<file path="src/rtl/uart_fifo_bridge_pkg.sv">
// Shared types and constants for the UART host-side FIFO bridge.
package uart_pkg;

    localparam int UART_DATA_W = 8;

    typedef enum logic [1:0] {
        TX_IDLE,
        TX_LAUNCH,
        TX_WAIT_DONE
    } tx_state_t;

endpackage

</file>
<file path="src/rtl/uart_fifo_bridge_if.sv">
// CPU register port plus UART parallel-side signals of the FIFO bridge.
interface uart_fifo_bridge_if #(
    parameter int DEPTH_LOG2 = 4
) ();
    logic                            wr_en;
    logic [uart_pkg::UART_DATA_W-1:0] wr_data;
    logic                            rd_en;
    logic [uart_pkg::UART_DATA_W-1:0] rd_data;
    logic                            tx_full;
    logic                            tx_empty;
    logic                            rx_full;
    logic                            rx_empty;
    logic [DEPTH_LOG2:0]             tx_level;
    logic [DEPTH_LOG2:0]             rx_level;
    logic                            rx_overrun;
    logic                            rx_frame_err;
    logic                            clr_err;
    logic                            uart_transmit;
    logic [uart_pkg::UART_DATA_W-1:0] uart_tx_byte;
    logic                            uart_is_transmitting;
    logic                            uart_received;
    logic [uart_pkg::UART_DATA_W-1:0] uart_rx_byte;
    logic                            uart_recv_error;
    logic                            uart_recv_ack;

    // master: the host CPU and the UART core around the bridge
    modport master (
        output wr_en, wr_data, rd_en, clr_err,
        output uart_is_transmitting, uart_received, uart_rx_byte, uart_recv_error,
        input  rd_data, tx_full, tx_empty, rx_full, rx_empty, tx_level, rx_level,
        input  rx_overrun, rx_frame_err, uart_transmit, uart_tx_byte, uart_recv_ack
    );

    modport slave (
        input  wr_en, wr_data, rd_en, clr_err,
        input  uart_is_transmitting, uart_received, uart_rx_byte, uart_recv_error,
        output rd_data, tx_full, tx_empty, rx_full, rx_empty, tx_level, rx_level,
        output rx_overrun, rx_frame_err, uart_transmit, uart_tx_byte, uart_recv_ack
    );
endinterface

</file>
<file path="src/rtl/uart_fifo_bridge_sync_fifo.sv">
// First-word-fall-through synchronous FIFO; status derived from a level counter.
module sync_fifo #(
    parameter int DEPTH_LOG2 = 4,
    parameter int W          = 8
) (
    input  logic                clk,
    input  logic                rstn,
    input  logic                push,
    input  logic                pop,
    input  logic [W-1:0]        din,
    output logic [W-1:0]        dout,
    output logic                full,
    output logic                empty,
    output logic [DEPTH_LOG2:0] level
);
    localparam int DEPTH = 1 << DEPTH_LOG2;

    logic [W-1:0]          mem [DEPTH];
    logic [DEPTH_LOG2-1:0] wr_ptr, rd_ptr;
    logic [DEPTH_LOG2:0]   cnt;
    logic                  do_push, do_pop;

    assign full    = (cnt == (DEPTH_LOG2 + 1)'(DEPTH));
    assign empty   = (cnt == '0);
    assign level   = cnt;
    assign do_push = push & ~full;
    assign do_pop  = pop & ~empty;
    assign dout    = empty ? '0 : mem[rd_ptr];

    always_ff @(posedge clk) begin
        if (!rstn) begin
            wr_ptr <= '0;
            rd_ptr <= '0;
            cnt    <= '0;
        end else begin
            if (do_push) wr_ptr <= wr_ptr + 1'b1;
            if (do_pop)  rd_ptr <= rd_ptr + 1'b1;
            case ({do_push, do_pop})
                2'b10:   cnt <= cnt + 1'b1;
                2'b01:   cnt <= cnt - 1'b1;
                default: cnt <= cnt;
            endcase
        end
    end

    // Storage needs no reset: contents are only visible through the counter.
    always_ff @(posedge clk) begin
        if (do_push) mem[wr_ptr] <= din;
    end
endmodule

</file>
<file path="src/rtl/uart_fifo_bridge.sv">
// Host-side TX/RX byte buffering between a CPU register port and a UART core.
module uart_fifo_bridge
    import uart_pkg::*;
#(
    parameter int DEPTH_LOG2 = 4
) (
    input logic               clk,
    input logic               rstn,
    uart_fifo_bridge_if.slave bus
);
    logic [UART_DATA_W-1:0] tx_head;
    logic                   tx_pop, tx_empty, rx_full;
    logic                   rx_event, rx_push;

    tx_state_t              state_q, state_d;
    logic                   transmit_q, transmit_d;
    logic [UART_DATA_W-1:0] tx_byte_q, tx_byte_d;
    logic                   ack_q, overrun_q, frame_err_q;

    sync_fifo #(.DEPTH_LOG2(DEPTH_LOG2), .W(UART_DATA_W)) u_tx_fifo (
        .clk(clk), .rstn(rstn),
        .push(bus.wr_en), .pop(tx_pop), .din(bus.wr_data), .dout(tx_head),
        .full(bus.tx_full), .empty(tx_empty), .level(bus.tx_level)
    );

    sync_fifo #(.DEPTH_LOG2(DEPTH_LOG2), .W(UART_DATA_W)) u_rx_fifo (
        .clk(clk), .rstn(rstn),
        .push(rx_push), .pop(bus.rd_en), .din(bus.uart_rx_byte), .dout(bus.rd_data),
        .full(rx_full), .empty(bus.rx_empty), .level(bus.rx_level)
    );

    assign bus.tx_empty      = tx_empty;
    assign bus.rx_full       = rx_full;
    assign bus.uart_transmit = transmit_q;
    assign bus.uart_tx_byte  = tx_byte_q;
    assign bus.uart_recv_ack = ack_q;
    assign bus.rx_overrun    = overrun_q;
    assign bus.rx_frame_err  = frame_err_q;

    always_ff @(posedge clk) begin
        if (!rstn) begin
            state_q    <= TX_IDLE;
            transmit_q <= 1'b0;
            tx_byte_q  <= '0;
        end else begin
            state_q    <= state_d;
            transmit_q <= transmit_d;
            tx_byte_q  <= tx_byte_d;
        end
    end

    always_comb begin
        state_d    = state_q;
        transmit_d = transmit_q;
        tx_byte_d  = tx_byte_q;
        tx_pop     = 1'b0;
        unique case (state_q)
            TX_IDLE: begin
                if (!tx_empty && !bus.uart_is_transmitting) begin
                    tx_pop     = 1'b1;
                    tx_byte_d  = tx_head;
                    transmit_d = 1'b1;
                    state_d    = TX_LAUNCH;
                end
            end
            TX_LAUNCH: begin
                if (bus.uart_is_transmitting) begin
                    transmit_d = 1'b0;
                    state_d    = TX_WAIT_DONE;
                end
            end
            // Falling busy also covers the UART's stop-bit time.
            TX_WAIT_DONE: begin
                if (!bus.uart_is_transmitting) state_d = TX_IDLE;
            end
            default: state_d = TX_IDLE;
        endcase
    end

    // The UART flags stay high through the ack cycle, so mask them there.
    assign rx_event = (bus.uart_received | bus.uart_recv_error) & ~ack_q;
    assign rx_push  = rx_event & bus.uart_received;

    always_ff @(posedge clk) begin
        if (!rstn) begin
            ack_q       <= 1'b0;
            overrun_q   <= 1'b0;
            frame_err_q <= 1'b0;
        end else begin
            ack_q <= rx_event;
            if (rx_push && rx_full)                    overrun_q   <= 1'b1;
            else if (bus.clr_err)                      overrun_q   <= 1'b0;
            if (rx_event && bus.uart_recv_error)       frame_err_q <= 1'b1;
            else if (bus.clr_err)                      frame_err_q <= 1'b0;
        end
    end
endmodule

</file>
<file path="src/flat_wrapper.sv">
// flat-port wrapper written by rule: the top's interface ports become plain ports
module uart_fifo_bridge_flat import uart_pkg::*;
#(
    parameter int DEPTH_LOG2 = 4
)
  (clk, rstn, bus_wr_en, bus_wr_data, bus_rd_en, bus_clr_err, bus_uart_is_transmitting, bus_uart_received, bus_uart_rx_byte, bus_uart_recv_error, bus_rd_data, bus_tx_full, bus_tx_empty, bus_rx_full, bus_rx_empty, bus_tx_level, bus_rx_level, bus_rx_overrun, bus_rx_frame_err, bus_uart_transmit, bus_uart_tx_byte, bus_uart_recv_ack);
  uart_fifo_bridge_if #(.DEPTH_LOG2(DEPTH_LOG2)) bus_i ();
  input logic clk;
  input logic rstn;
  input wire logic [$bits(bus_i.wr_en)-1:0] bus_wr_en;
  input wire logic [$bits(bus_i.wr_data)-1:0] bus_wr_data;
  input wire logic [$bits(bus_i.rd_en)-1:0] bus_rd_en;
  input wire logic [$bits(bus_i.clr_err)-1:0] bus_clr_err;
  input wire logic [$bits(bus_i.uart_is_transmitting)-1:0] bus_uart_is_transmitting;
  input wire logic [$bits(bus_i.uart_received)-1:0] bus_uart_received;
  input wire logic [$bits(bus_i.uart_rx_byte)-1:0] bus_uart_rx_byte;
  input wire logic [$bits(bus_i.uart_recv_error)-1:0] bus_uart_recv_error;
  output wire logic [$bits(bus_i.rd_data)-1:0] bus_rd_data;
  output wire logic [$bits(bus_i.tx_full)-1:0] bus_tx_full;
  output wire logic [$bits(bus_i.tx_empty)-1:0] bus_tx_empty;
  output wire logic [$bits(bus_i.rx_full)-1:0] bus_rx_full;
  output wire logic [$bits(bus_i.rx_empty)-1:0] bus_rx_empty;
  output wire logic [$bits(bus_i.tx_level)-1:0] bus_tx_level;
  output wire logic [$bits(bus_i.rx_level)-1:0] bus_rx_level;
  output wire logic [$bits(bus_i.rx_overrun)-1:0] bus_rx_overrun;
  output wire logic [$bits(bus_i.rx_frame_err)-1:0] bus_rx_frame_err;
  output wire logic [$bits(bus_i.uart_transmit)-1:0] bus_uart_transmit;
  output wire logic [$bits(bus_i.uart_tx_byte)-1:0] bus_uart_tx_byte;
  output wire logic [$bits(bus_i.uart_recv_ack)-1:0] bus_uart_recv_ack;
  assign bus_i.wr_en = bus_wr_en;
  assign bus_i.wr_data = bus_wr_data;
  assign bus_i.rd_en = bus_rd_en;
  assign bus_i.clr_err = bus_clr_err;
  assign bus_i.uart_is_transmitting = bus_uart_is_transmitting;
  assign bus_i.uart_received = bus_uart_received;
  assign bus_i.uart_rx_byte = bus_uart_rx_byte;
  assign bus_i.uart_recv_error = bus_uart_recv_error;
  assign bus_rd_data = bus_i.rd_data;
  assign bus_tx_full = bus_i.tx_full;
  assign bus_tx_empty = bus_i.tx_empty;
  assign bus_rx_full = bus_i.rx_full;
  assign bus_rx_empty = bus_i.rx_empty;
  assign bus_tx_level = bus_i.tx_level;
  assign bus_rx_level = bus_i.rx_level;
  assign bus_rx_overrun = bus_i.rx_overrun;
  assign bus_rx_frame_err = bus_i.rx_frame_err;
  assign bus_uart_transmit = bus_i.uart_transmit;
  assign bus_uart_tx_byte = bus_i.uart_tx_byte;
  assign bus_uart_recv_ack = bus_i.uart_recv_ack;
  uart_fifo_bridge #(.DEPTH_LOG2(DEPTH_LOG2)) u_core (.clk(clk), .rstn(rstn), .bus(bus_i));
endmodule
</file>
<file path="config.mk">
export PLATFORM = sky130hd
export DESIGN_NAME = uart_fifo_bridge_flat
export DESIGN_NICKNAME = d
export VERILOG_FILES = /design/src/rtl/uart_fifo_bridge_pkg.sv /design/src/rtl/uart_fifo_bridge_if.sv /design/src/rtl/uart_fifo_bridge_sync_fifo.sv /design/src/rtl/uart_fifo_bridge.sv /design/src/flat_wrapper.sv
export SDC_FILE = /design/constraint.sdc
export NUM_CORES = 1
export LEC_CHECK = 0
export CAP_MARGIN = 20
export CORE_AREA = 2 2 154 156
export CTS_CLUSTER_SIZE = 10
export DETAILED_ROUTE_END_ITERATION = 12
export DIE_AREA = 0 0 156 158
export DONT_BUFFER_PORTS = 1
export GPL_ROUTABILITY_DRIVEN = 0
export PLACE_DENSITY = 0.68
export SLEW_MARGIN = 10
export SYNTH_ARGS = -nofsm -noshare
export SYNTH_HDL_FRONTEND = slang
export SYNTH_SLANG_ARGS = --single-unit
</file>
<file path="constraint.sdc">
create_clock -name clk -period 2.46 [get_ports clk]
set_input_delay 0.369 -clock clk [delete_from_list [all_inputs] [get_ports clk]]
set_output_delay 0.369 -clock clk [all_outputs]
set_load 0.05 [all_outputs]
</file>
==> run summary <==
The run finished, with violations left. The checks that failed: setup timing. Based on the critical path, the design can be clocked at up to 393.9 MHz. Relative to the synthesized area, the layout overhead comes to 17.40%. Of the cells placed in the final design, the portion with a size suffix greater than 1 is 23.66%. By area the synthesized netlist is led by sky130_fd_sc_hd__edfxtp_1 (64%), sky130_fd_sc_hd__mux4_2 (9.0%), sky130_fd_sc_hd__dfxtp_1 (7.4%). From bottom edge to top edge, the die measures 158 um. The floorplan core area was 23050 um^2; the maximum net fanout on the critical path was 9. The area of the die was 24650 um^2; the source-to-sink clock delay at the later pin of the worst-skew pair was 0.53 ns. Counting flops and latches in the post-synthesis netlist gives 300. Summed over all failing endpoints, the final setup total negative slack is -0.4603 ns. TritonCTS created 36 clock buffers. After detailed routing, the total wire length is 23190 um. The run gives 5 as the number of detailed-routing iterations run before antenna repair.

The critical path goes through buf_12, mux4_2, mux2i_4, o22ai_1, buf_4. In the synthesized netlist the dominant register cell turns out to be sky130_fd_sc_hd__edfxtp_1. Synthesis produced 690 cells. The category of the critical setup timing path is flop to primary output. The count of buffers added on input and output ports is 0.

CTS saw 300 sinks. The logs give 0.02245 ns for the clock tree skew after final layout and 14020 um^2 for the final cell area excluding filler cells. After detailed routing, the average wire length per cell comes to 21.55 um. The CTS root buffer was sky130_fd_sc_hd__clkbuf_16. Sequential elements use 71.73% of the synthesized area. After synthesis, the most frequently instantiated cells are sky130_fd_sc_hd__edfxtp_1 (256), sky130_fd_sc_hd__mux2i_1 (52), sky130_fd_sc_hd__nor2_1 (52). Max-cap violations in this run came to 0. Once placement finished, the instance area stood at 12590 um^2. The slowest stage of the critical path is the sky130_fd_sc_hd__mux4_2 cell. For the data required time at the worst endpoint, the log shows 2.09 ns. The number of antenna violations at the first check in global routing was 0; the effective utilization at floorplan was 51.82%.

Measured against its own limit, the worst slew margin works out to 31.24%. Placed wire-length estimate after detailed placement: 14840 um. The net count of the finished layout was 813; the largest net degree at the start of global routing was 33. A synthesized cell averages 17.31 um^2.

The clock passes through at most 3 buffers. Counting every net in the synthesized netlist gives 734. The worst setup path is launched from a flop. The arrival time of data at the critical path endpoint came out at 2.17 ns.

The largest total area in the synthesized netlist belongs to sky130_fd_sc_hd__edfxtp_1. The final standard cell utilization of the core is 60.83%, and the depth of the worst hold-timing path is 2. The number of violations reported at the end of detailed-routing iteration 0 was 373. Row generation in the floorplan step produced 56 rows. The run gives 38 as the number of distinct standard cells referenced by the synthesized netlist. Peak supply drop: 0.0008786 V. The final antenna-violating net count is 0. The worst register-to-register path begins at u_core.u_tx_fifo.level[0]$_SDFFE_PN0P_. Across all layers, the routed design uses 6268 vias. The number of global-route vias before repair is 6461, and the total power per unit cell area is 1045 nW/um^2. In this run the number of H-tree levels came out at 2.

The run gives 8 as the number of endpoints failing setup at the final stage. The area share of the leading cell type in the synthesized netlist is 64.36%. The kind of capture point of the worst setup path was a primary output. Setup repair after global routing could not meet its margin everywhere.

Measured in cells, the most critical reg-to-reg path has a length of 11. The tools report the worst path setup slack after routing as -0.07873 ns. In this run the cell area of the synthesized design comes to 11950 um^2. The diode insertion count for antenna repair is 0, and the share of the clock period used by the worst path after layout is 103.2%.

The worst hold path terminates at u_core.bus.uart_recv_ack$_SDFF_PN0_. 58 I/O pins were placed. After global routing the overflow that remains totals 0. The final count of pins violating max slew was 0. The number of enable flip-flop cells after synthesis came out at 256. For this run, the number of Yosys warnings is 0.

The startpoint identified for the worst hold timing path is bus_uart_received. In this run the register-to-register setup slack is 0 ns. The mean number of vias per cell works out to 5.825. In the global route stage, overall resource usage came out at 19.34%. The final critical-path required period was 2.539 ns; the share of flip-flops with an asynchronous set or reset was 0%.

The first global-routing pass estimated 36090 um of wire. Clock-pin slew was measured on the worst setup and hold paths at 0.05 ns. The leakage power summed over all cells is 4.545 nW, and the delay of the slowest critical-path stage is 0.54 ns. The floorplan step set the die width to 156 um. The most numerous cell in the Yosys netlist is sky130_fd_sc_hd__edfxtp_1. In this run the critical register-to-register path is captured at u_core.u_tx_fifo.level[4]$_SDFFE_PN0P_. In the routed design, unresolved DRC markers number 0. The path class of the tightest hold or removal check is primary input to flop.

The run gives 0 as the number of hold violations in the final report. TritonCTS built the clock tree. For the pin with the worst max-slew slack, the measured transition is 1.028 ns.
-- what timing repair did --
item,CTS,global route
endpoints found under the hold margin,269,1
resized for setup,13,11
endpoints found under the setup margin,10,10
pin swaps,6,7
buffers inserted,8,2
cloned,1,0
hold buffers,18,1
-- power breakdown --
part | internal, W | switching (W)
sequential | 0.00584 | 0.000487
combinational | 0.00150 | 0.00215
clock | 0.00274 | 0.00194
total | 0.0101 | 0.00457
-- through the flow --
stage / total power (W) / setup slack (ns) / instances / hold slack (ns)
3_5_place_dp: 0.009703 / -0.1161 / 991 / 0.4671
2_1_floorplan: 0.008822 / -0.04766 / 690 / 0.4602
6_report: 0.01465 / -0.07873 / 1076 / 0.01481
4_1_cts: 0.01465 / -0.1423 / 1073 / 0.0004541
3_3_place_gp: 0.009596 / 0.07778 / 987 / 0.4659
5_1_grt: 0.01524 / -0.1567 / 1076 / 0.01507
-- worst max-delay path by stage --
| stage | to | depth (start not counted) | start | slack [ns] |
|---|---|---|---|---|
| detailed placement | u_core.u_tx_fifo.level[4]$_SDFFE_PN0P_ | 11 | u_core.u_tx_fifo.level[3]$_SDFFE_PN0P_ | -0.12 |
| global placement | u_core.u_rx_fifo.level[4]$_SDFFE_PN0P_ | 11 | u_core.u_rx_fifo.level[3]$_SDFFE_PN0P_ | 0.08 |
| CTS | bus_rd_data[7] | 5 | flop | -0.14 |
| finish | bus_rd_data[1] | 5 | flop | -0.08 |
| global route | bus_rd_data[6] | 6 | flop | -0.16 |
| floorplan | u_core.u_tx_fifo.level[4]$_SDFFE_PN0P_ | 10 | u_core.u_tx_fifo.level[3]$_SDFFE_PN0P_ | -0.05 |
-- final cells by class --
| class | instances | area (um^2) |
|---|---|---|
| fillers | 1599 | 9029 |
| flip-flops and latches | 300 | 8603 |
| multi-input cells | 336 | 3229 |
| clock buffers | 50 | 963.4 |
| repair buffers | 75 | 696.9 |
| well taps | 290 | 362.8 |
| clock inverters | 5 | 85.08 |
| inverters | 20 | 82.58 |
-- registers in the layout, summed over array words and instances, names as in the netlist, named ones only --
register and flops:
u_core.u_rx_fifo.mem 128, u_core.u_tx_fifo.mem 128, u_core.bus.uart_tx_byte 8, u_core.u_rx_fifo.level 5, u_core.u_tx_fifo.level 5, u_core.u_rx_fifo.rd_ptr 4
u_core.u_rx_fifo.wr_ptr 4, u_core.u_tx_fifo.rd_ptr 4, u_core.u_tx_fifo.wr_ptr 4, u_core.state_q 2, u_core.bus.rx_frame_err 1, u_core.bus.rx_overrun 1
u_core.bus.uart_recv_ack 1, u_core.bus.uart_transmit 1
-- critical path, delay by kind of cell, from the launching register on --
family,cells,cell delay [ns]
mux,2,0.73
compound gates,1,0.13
flops,1,0.43
buf+inv,2,0.37
-- layout by cell type, fill, tap and decap left out, types with 19 or more instances in the layout --
cell type / n
sky130_fd_sc_hd__buf_4: 49
sky130_fd_sc_hd__clkbuf_16: 36
sky130_fd_sc_hd__dfxtp_1: 32
sky130_fd_sc_hd__dlygate4sd3_1: 19
sky130_fd_sc_hd__edfxtp_1: 256
sky130_fd_sc_hd__mux2i_1: 48
sky130_fd_sc_hd__mux4_2: 48
sky130_fd_sc_hd__nand2_1: 24
sky130_fd_sc_hd__nor2_1: 52
sky130_fd_sc_hd__o22ai_1: 23
-- cell families (layout without fill, tap and decap cells) --
family,Yosys count,after routing,share of synthesized area [%]
buffers and inverters,54,150,2.147
XOR/XNOR,17,17,1.246
adder cells (fa/ha/maj),20,20,2.221
multiplexers,100,100,13.41
AND/OR/NAND/NOR,125,125,5.122
AO/OA/AOI/OAI,74,74,4.127
flip-flops,300,300,71.73
-- routing by layer --
metal | part of all wire (%) | wire length (um) | GRT usage, % | vias to the layer above
met1 | 41 | 9586 | 25.04 | 3207
met2 | 51 | 11910 | 33.35 | 168
met3 | 5.0 | 1161 | 3.723 | 45
li1 | - | - | - | 2848
met5 | 0 | 0 | 0 | -
met4 | 2.3 | 530 | 6.116 | 0
Power figures use the tool's default switching activity.
